$ cat src/rtl/ghist_sram_pkg.sv
// Shared types and helpers for the global-history SRAM front end.
// Holds default widths, the write-buffer entry type and youngest-match select.
package ghist_sram_pkg;

  localparam int DEF_ADDR_W = 6;
  localparam int DEF_DATA_W = 128;
  localparam int WBUF_MAX   = 8;

  typedef struct packed {
    logic [DEF_ADDR_W-1:0] addr;
    logic [DEF_DATA_W-1:0] data;
  } wbuf_entry_t;

  // Returns {hit, idx}. Walks oldest to youngest from head,
  // so the last match found is the youngest one.
  function automatic logic [3:0] youngest_match(
    input logic [WBUF_MAX-1:0] match,
    input logic [2:0]          head,
    input int                  depth
  );
    logic [3:0] res;
    int         idx;
    logic [2:0] i3;
    res = '0;
    for (int k = 0; k < WBUF_MAX; k++) begin
      if (k < depth) begin
        idx = (int'(head) + k) % depth;
        i3  = 3'(idx);
        if (match[i3]) res = {1'b1, i3};
      end
    end
    return res;
  endfunction

endpackage

$ cat src/rtl/ghist_wbuf.sv
// Write buffer FIFO with address CAM and youngest-match data output.
// Ports: push/pop strobes, head entry, full/empty, lookup addr -> hit/hit_data.
module ghist_wbuf
  import ghist_sram_pkg::*;
#(
  parameter int ADDR_W = DEF_ADDR_W,
  parameter int DATA_W = DEF_DATA_W,
  parameter int DEPTH  = 4
) (
  input  logic              clk,
  input  logic              rst,
  input  logic              push_i,
  input  logic [ADDR_W-1:0] push_addr_i,
  input  logic [DATA_W-1:0] push_data_i,
  input  logic              pop_i,
  input  logic [ADDR_W-1:0] lkup_addr_i,
  output logic [ADDR_W-1:0] head_addr_o,
  output logic [DATA_W-1:0] head_data_o,
  output logic              full_o,
  output logic              empty_o,
  output logic              hit_o,
  output logic [DATA_W-1:0] hit_data_o
);

  logic [ADDR_W-1:0]   addr_q [WBUF_MAX];
  logic [DATA_W-1:0]   data_q [WBUF_MAX];
  logic [WBUF_MAX-1:0] vld_q, vld_d;
  logic [2:0]          head_q, head_d;
  logic [2:0]          tail_q, tail_d;
  logic [3:0]          cnt_q, cnt_d;
  logic [WBUF_MAX-1:0] match;
  logic [3:0]          sel;

  function automatic logic [2:0] nxt(input logic [2:0] p);
    return (p == 3'(DEPTH-1)) ? 3'd0 : p + 3'd1;
  endfunction

  always_comb begin
    vld_d  = vld_q;
    head_d = head_q;
    tail_d = tail_q;
    if (pop_i) begin
      vld_d[head_q] = 1'b0;
      head_d        = nxt(head_q);
    end
    if (push_i) begin
      vld_d[tail_q] = 1'b1;
      tail_d        = nxt(tail_q);
    end
    cnt_d = 4'(cnt_q + {3'b0, push_i} - {3'b0, pop_i});
  end

  always_ff @(posedge clk or posedge rst) begin
    if (rst) begin
      vld_q  <= '0;
      head_q <= '0;
      tail_q <= '0;
      cnt_q  <= '0;
    end else begin
      vld_q  <= vld_d;
      head_q <= head_d;
      tail_q <= tail_d;
      cnt_q  <= cnt_d;
    end
  end

  // Payload needs no reset: validity is tracked in vld_q.
  always_ff @(posedge clk) begin
    if (push_i) begin
      addr_q[tail_q] <= push_addr_i;
      data_q[tail_q] <= push_data_i;
    end
  end

  // Compare against registered entries only, so a same-cycle
  // enqueue never forwards to the read accepted alongside it.
  always_comb begin
    match = '0;
    for (int i = 0; i < DEPTH; i++) begin
      match[i] = vld_q[i] && (addr_q[i] == lkup_addr_i);
    end
  end

  assign sel         = youngest_match(match, head_q, DEPTH);
  assign hit_o       = sel[3];
  assign hit_data_o  = data_q[sel[2:0]];
  assign head_addr_o = addr_q[head_q];
  assign head_data_o = data_q[head_q];
  assign full_o      = (cnt_q == 4'(DEPTH));
  assign empty_o     = (cnt_q == 4'd0);

endmodule

$ cat src/rtl/ghist_sram_ctrl.sv
// Single-port global-history SRAM controller: read/write arbitration,
// buffered writes with forwarding, one-cycle read response, sram_* macro pins.
module ghist_sram_ctrl
  import ghist_sram_pkg::*;
#(
  parameter int ADDR_W     = DEF_ADDR_W,
  parameter int DATA_W     = DEF_DATA_W,
  parameter int WBUF_DEPTH = 4
) (
  input  logic              clock,
  input  logic              reset,
  input  logic              rd_req_valid,
  output logic              rd_req_ready,
  input  logic [ADDR_W-1:0] rd_req_addr,
  output logic              rd_rsp_valid,
  output logic [DATA_W-1:0] rd_rsp_data,
  input  logic              wr_req_valid,
  output logic              wr_req_ready,
  input  logic [ADDR_W-1:0] wr_req_addr,
  input  logic [DATA_W-1:0] wr_req_data,
  output logic              idle,
  output logic [ADDR_W-1:0] sram_A,
  output logic              sram_CSB,
  output logic              sram_WEB,
  output logic              sram_OEB,
  output logic [DATA_W-1:0] sram_I,
  input  logic [DATA_W-1:0] sram_O
);

  logic              full, empty, hit;
  logic [ADDR_W-1:0] head_addr;
  logic [DATA_W-1:0] head_data, hit_data;
  logic              rd_acc, wr_acc, drain;

  logic              rsp_q, rsp_d;
  logic              fwd_q, fwd_d;
  logic [DATA_W-1:0] fwd_data_q, fwd_data_d;
  logic [ADDR_W-1:0] a_q, a_d;
  logic [DATA_W-1:0] i_q, i_d;

  assign rd_req_ready = ~full;
  assign wr_req_ready = ~full;
  assign rd_acc       = rd_req_valid & ~full;
  assign wr_acc       = wr_req_valid & ~full;
  assign drain        = ~rd_acc & ~empty;

  ghist_wbuf #(
    .ADDR_W (ADDR_W),
    .DATA_W (DATA_W),
    .DEPTH  (WBUF_DEPTH)
  ) u_wbuf (
    .clk         (clock),
    .rst         (reset),
    .push_i      (wr_acc),
    .push_addr_i (wr_req_addr),
    .push_data_i (wr_req_data),
    .pop_i       (drain),
    .lkup_addr_i (rd_req_addr),
    .head_addr_o (head_addr),
    .head_data_o (head_data),
    .full_o      (full),
    .empty_o     (empty),
    .hit_o       (hit),
    .hit_data_o  (hit_data)
  );

  // Reads win the port; drains take idle slots. A/I hold otherwise.
  always_comb begin
    sram_CSB = ~(rd_acc | drain);
    sram_WEB = ~drain;
    sram_A   = a_q;
    sram_I   = i_q;
    if (rd_acc) begin
      sram_A = rd_req_addr;
    end else if (drain) begin
      sram_A = head_addr;
      sram_I = head_data;
    end
    a_d        = sram_A;
    i_d        = sram_I;
    rsp_d      = rd_acc;
    fwd_d      = rd_acc & hit;
    fwd_data_d = (rd_acc & hit) ? hit_data : fwd_data_q;
  end

  always_ff @(posedge clock or posedge reset) begin
    if (reset) begin
      rsp_q      <= 1'b0;
      fwd_q      <= 1'b0;
      fwd_data_q <= '0;
      a_q        <= '0;
      i_q        <= '0;
    end else begin
      rsp_q      <= rsp_d;
      fwd_q      <= fwd_d;
      fwd_data_q <= fwd_data_d;
      a_q        <= a_d;
      i_q        <= i_d;
    end
  end

  assign sram_OEB     = ~rsp_q;
  assign rd_rsp_valid = rsp_q;
  assign rd_rsp_data  = !rsp_q ? '0 :
                        fwd_q  ? fwd_data_q : sram_O;
  assign idle         = empty & ~rsp_q;

endmodule
$ cat config.mk
export PLATFORM = sky130hd
export DESIGN_NAME = ghist_sram_ctrl
export DESIGN_NICKNAME = d
export VERILOG_FILES = /design/src/rtl/ghist_sram_pkg.sv /design/src/rtl/ghist_wbuf.sv /design/src/rtl/ghist_sram_ctrl.sv
export SDC_FILE = /design/constraint.sdc
export NUM_CORES = 2
export LEC_CHECK = 0
export ABC_AREA = 1
export BUFFER_PORTS_ARGS = -buffer_cell sky130_fd_sc_hd__buf_2
export CELL_PAD_IN_SITES_DETAIL_PLACEMENT = 0
export CELL_PAD_IN_SITES_GLOBAL_PLACEMENT = 2
export CORE_ASPECT_RATIO = 0.6
export CORE_MARGIN = 2
export CORE_UTILIZATION = 30
export DETAILED_ROUTE_END_ITERATION = 12
export GPL_TIMING_DRIVEN = 0
export PLACE_DENSITY = 0.69
export SLEW_MARGIN = 25
export SYNTH_ARGS = -nofsm -noshare
export SYNTH_HDL_FRONTEND = slang
export SYNTH_SLANG_ARGS = --single-unit
$ cat constraint.sdc
create_clock -name clock -period 11.1 [get_ports clock]
set_clock_uncertainty 0.15 [all_clocks]
set_input_delay 3.33 -clock clock [delete_from_list [all_inputs] [get_ports clock]]
set_output_delay 3.33 -clock clock [all_outputs]
set_load 0.02 [all_outputs]
==> impl_metrics.env <==
export IMPL_hold_viol=0
export IMPL_synthCells=5519
export IMPL_drc=0
export IMPL_cp_arrival_ps=7290
export IMPL_clk_latency_ps=800
export IMPL_end_kind="primary output"
export IMPL_critical_path_top_delay_family="buffers and inverters"
export IMPL_wl_um=271000
export IMPL_reg2reg_depth=13
export IMPL_h_tree_depth=4
export IMPL_met3_length_um=28900
export IMPL_whs_path_depth=2
export IMPL_regToRegSetupSlack_ps=6290
export IMPL_whs_endpoint="i_q[116]"
export IMPL_finish_utilization=0.369
export IMPL_tightest_slew_ps=1250
export IMPL_cts_path_max_buffers=4
export IMPL_r2r_end="u_wbuf.cnt_q[2]"
export IMPL_routabilityCongestion=0.889
export IMPL_ios=541
export IMPL_grt_pass1_wl_um=365000
export IMPL_globalRouteOverflowTotal=0
export IMPL_ys_types=39
export IMPL_antenna_found_initial=82
export IMPL_crit_fanout=10
export IMPL_mostFrequentLayoutCells="nand2_1 (1,087), edfxtp_1 (1,072), buf_2 (651), nor2_1 (576), inv_1 (566)"
export IMPL_clk_pin_slew_ps=60
export IMPL_cp_required_ps=7620
export IMPL_crit_chain="buf_2, nand2_1, inv_1, nor2_4, clkbuf_1, clkbuf_2, nor2_1, a21oi_1, buf_2"
export IMPL_r2r_start="u_wbuf.cnt_q[3]"
export IMPL_grt_pass1_vias=43676
export IMPL_rsz0062_at_grt="no"
export IMPL_cpMaxStageDelayCell="clkbuf_1"
export IMPL_fin_hold_ws_ps=323
export IMPL_num_rows=125
export IMPL_wl_met2_um=112000
export IMPL_layout_min_cycle_time_ps=10770
export IMPL_cts_sinks=1350
export IMPL_viasPerCell=5.26
export IMPL_syn_area_per_cell_sq_um=10.5
export IMPL_synth_warnings=0
export IMPL_maxSlewHeadroom=0.156
export IMPL_fin_cells=9046
export IMPL_yosysSeqAreaShare=0.673
export IMPL_synth_main_ff_cell="edfxtp_1"
export IMPL_postCtsHoldBufs=0
export IMPL_crit_type="input pin to primary output"
export IMPL_hold_class="flip-flop to flip-flop"
export IMPL_postCtsSetupBuffers=0
export IMPL_nets=6582
export IMPL_power_total_mw=23.6
export IMPL_min_from="i_q[116]"
export IMPL_wl_met1_um=123000
export IMPL_cpPeakStageDelay_ps=890
export IMPL_cap_viol_max_count=0
export IMPL_drive_above_1_share=0.168
export IMPL_grt_max_degree=30
export IMPL_path_depth=9
export IMPL_layout_commonest_cell="nand2_1"
export IMPL_peakVddDrop_mv=0.313
export IMPL_synth_edf_count=1072
export IMPL_cp_start_kind="input pin"
export IMPL_start_util=0.301
export IMPL_ys_ff_latch=1350
export IMPL_fmax_mhz=92.8
export IMPL_chipWidth_um=572
export IMPL_setup_viol=0
export IMPL_crit_top_cell="buf_2"
export IMPL_die_area_sq_um=198000
export IMPL_port_buffers=538
export IMPL_ant_nets=0
export IMPL_track_usage=0.267
export IMPL_dpl_cell_count=8756
export IMPL_fin_crit_sh=0.970
export IMPL_status="complete, no violations"
export IMPL_firstDrtPassIters=6
export IMPL_wire_per_inst_um=30.0
export IMPL_drtIter0Drc=6539
export IMPL_cts_tree="yes"
export IMPL_syn2layout_area_growth_pct=22.6
export IMPL_p_leak_nw=29.2
export IMPL_die_height_um=345
export IMPL_top_layer_used="met5"
export IMPL_cts_root_buffer="clkbuf_16"
export IMPL_synth_async_reset_ratio=0.206
export IMPL_cts_buffers_inserted=146
export IMPL_via_count=47616
export IMPL_post_dp_hpwl_um=195000
export IMPL_drv_slew=0
export IMPL_coreArea_sq_um=193000
export IMPL_syn_num_nets=5800
export IMPL_cts_resized=0
export IMPL_netlist_area_sq_um=58200
export IMPL_p_per_area_nw_per_um2=331
export IMPL_crit_buf_inv=5
cell usage after synthesis (2+ instances only):
cell	n	area, sq um
a21boi_1	3	22.5
a21oi_1	187	936
a221o_1	20	200
a221oi_1	82	718
a22oi_1	27	203
a31oi_1	60	375
buf_1	35	131
buf_2	105	526
buf_4	15	113
clkbuf_1	218	818
dfrtp_1	278	6960
edfxtp_1	1072	32200
ha_1	8	100
inv_1	567	2130
inv_2	12	45.0
nand2_1	1087	4080
nand2_2	3	18.8
nand3_1	535	2680
nand4_1	4	25.0
nor2_1	585	2200
nor3_1	4	20.0
o2111ai_1	23	201
o21ai_0	340	1700
o221ai_1	31	272
o22ai_1	179	1120
o32a_1	25	250
xnor2_1	2	17.5
per-stage QoR:
stage / worst slack (ps) / TNS [ps] / cell area (sq um)
3_3_place_gp: -6640 / -6924110 / 64100
2_1_floorplan: 1090 / 0 / 58200
6_report: 330 / 0 / 71300
4_1_cts: 432 / 0 / 71200
3_5_place_dp: 447 / 0 / 66600
5_1_grt: 419 / 0 / 71200
worst max-delay path by stage:
stage	from	endpoint	slack (ps)
floorplan	wr_req_valid	u_wbuf.addr_q[0][0]	1090
global placement	wr_req_valid	u_wbuf.data_q[4][42]	-6640
detailed placement	rd_req_valid	sram_I[126]	450
CTS	rd_req_valid	sram_I[126]	430
global route	rd_req_valid	sram_I[101]	420
finish	rd_req_valid	sram_I[126]	330
final cells by class:
class	count	area, sq um
antenna	35	87.6
tap	2603	3260
clock buffer	200	4120
clock inverter	55	424
multi-input combinational	3216	15300
fill	19253	122000
timing repair buffer	634	5020
buffer	374	1720
sequential	1350	39100
inverter	579	2180
logic make-up after synthesis:
kind of cell / synth area share
AOI/OAI and AO/OA: 0.104
DFF: 0.673
adders and majority gates: 0.00207
xor gates and xnor gates: 0.000452
and+or+nand+nor: 0.156
buffers and inverters: 0.0649
power breakdown:
part	total [mW]	internal (mW)	switching (mW)
Clock	4.84	2.74	2.10
Sequential	6.80	6.45	0.346
Combinational	12.0	2.89	9.08
Total	23.6	12.1	11.5
sequential cells by signal, indices dropped and copies added (netlist names):
name           cells
a_q                6
fwd_data_q       128
fwd_q              1
i_q              128
rd_rsp_valid       1
u_wbuf.addr_q     48
u_wbuf.cnt_q       4
u_wbuf.data_q   1024
u_wbuf.head_q      3
u_wbuf.tail_q      3
u_wbuf.vld_q       4
worst register-to-register path, delay by kind of cell (launching register included):
kind,cells,cell delay [ps]
DFF,1,360
adders and majority gates,4,970
and+or+nand+nor,3,1190
xor gates and xnor gates,1,170
buffers and inverters,5,1840
per-layer routing:
metal,GRT usage,up-vias
li1,-,20744
met3,0.0641,391
met2,0.377,2629
met4,0.0729,40
met5,0,-
met1,0.404,23812
(Power assumes the default switching activity.)
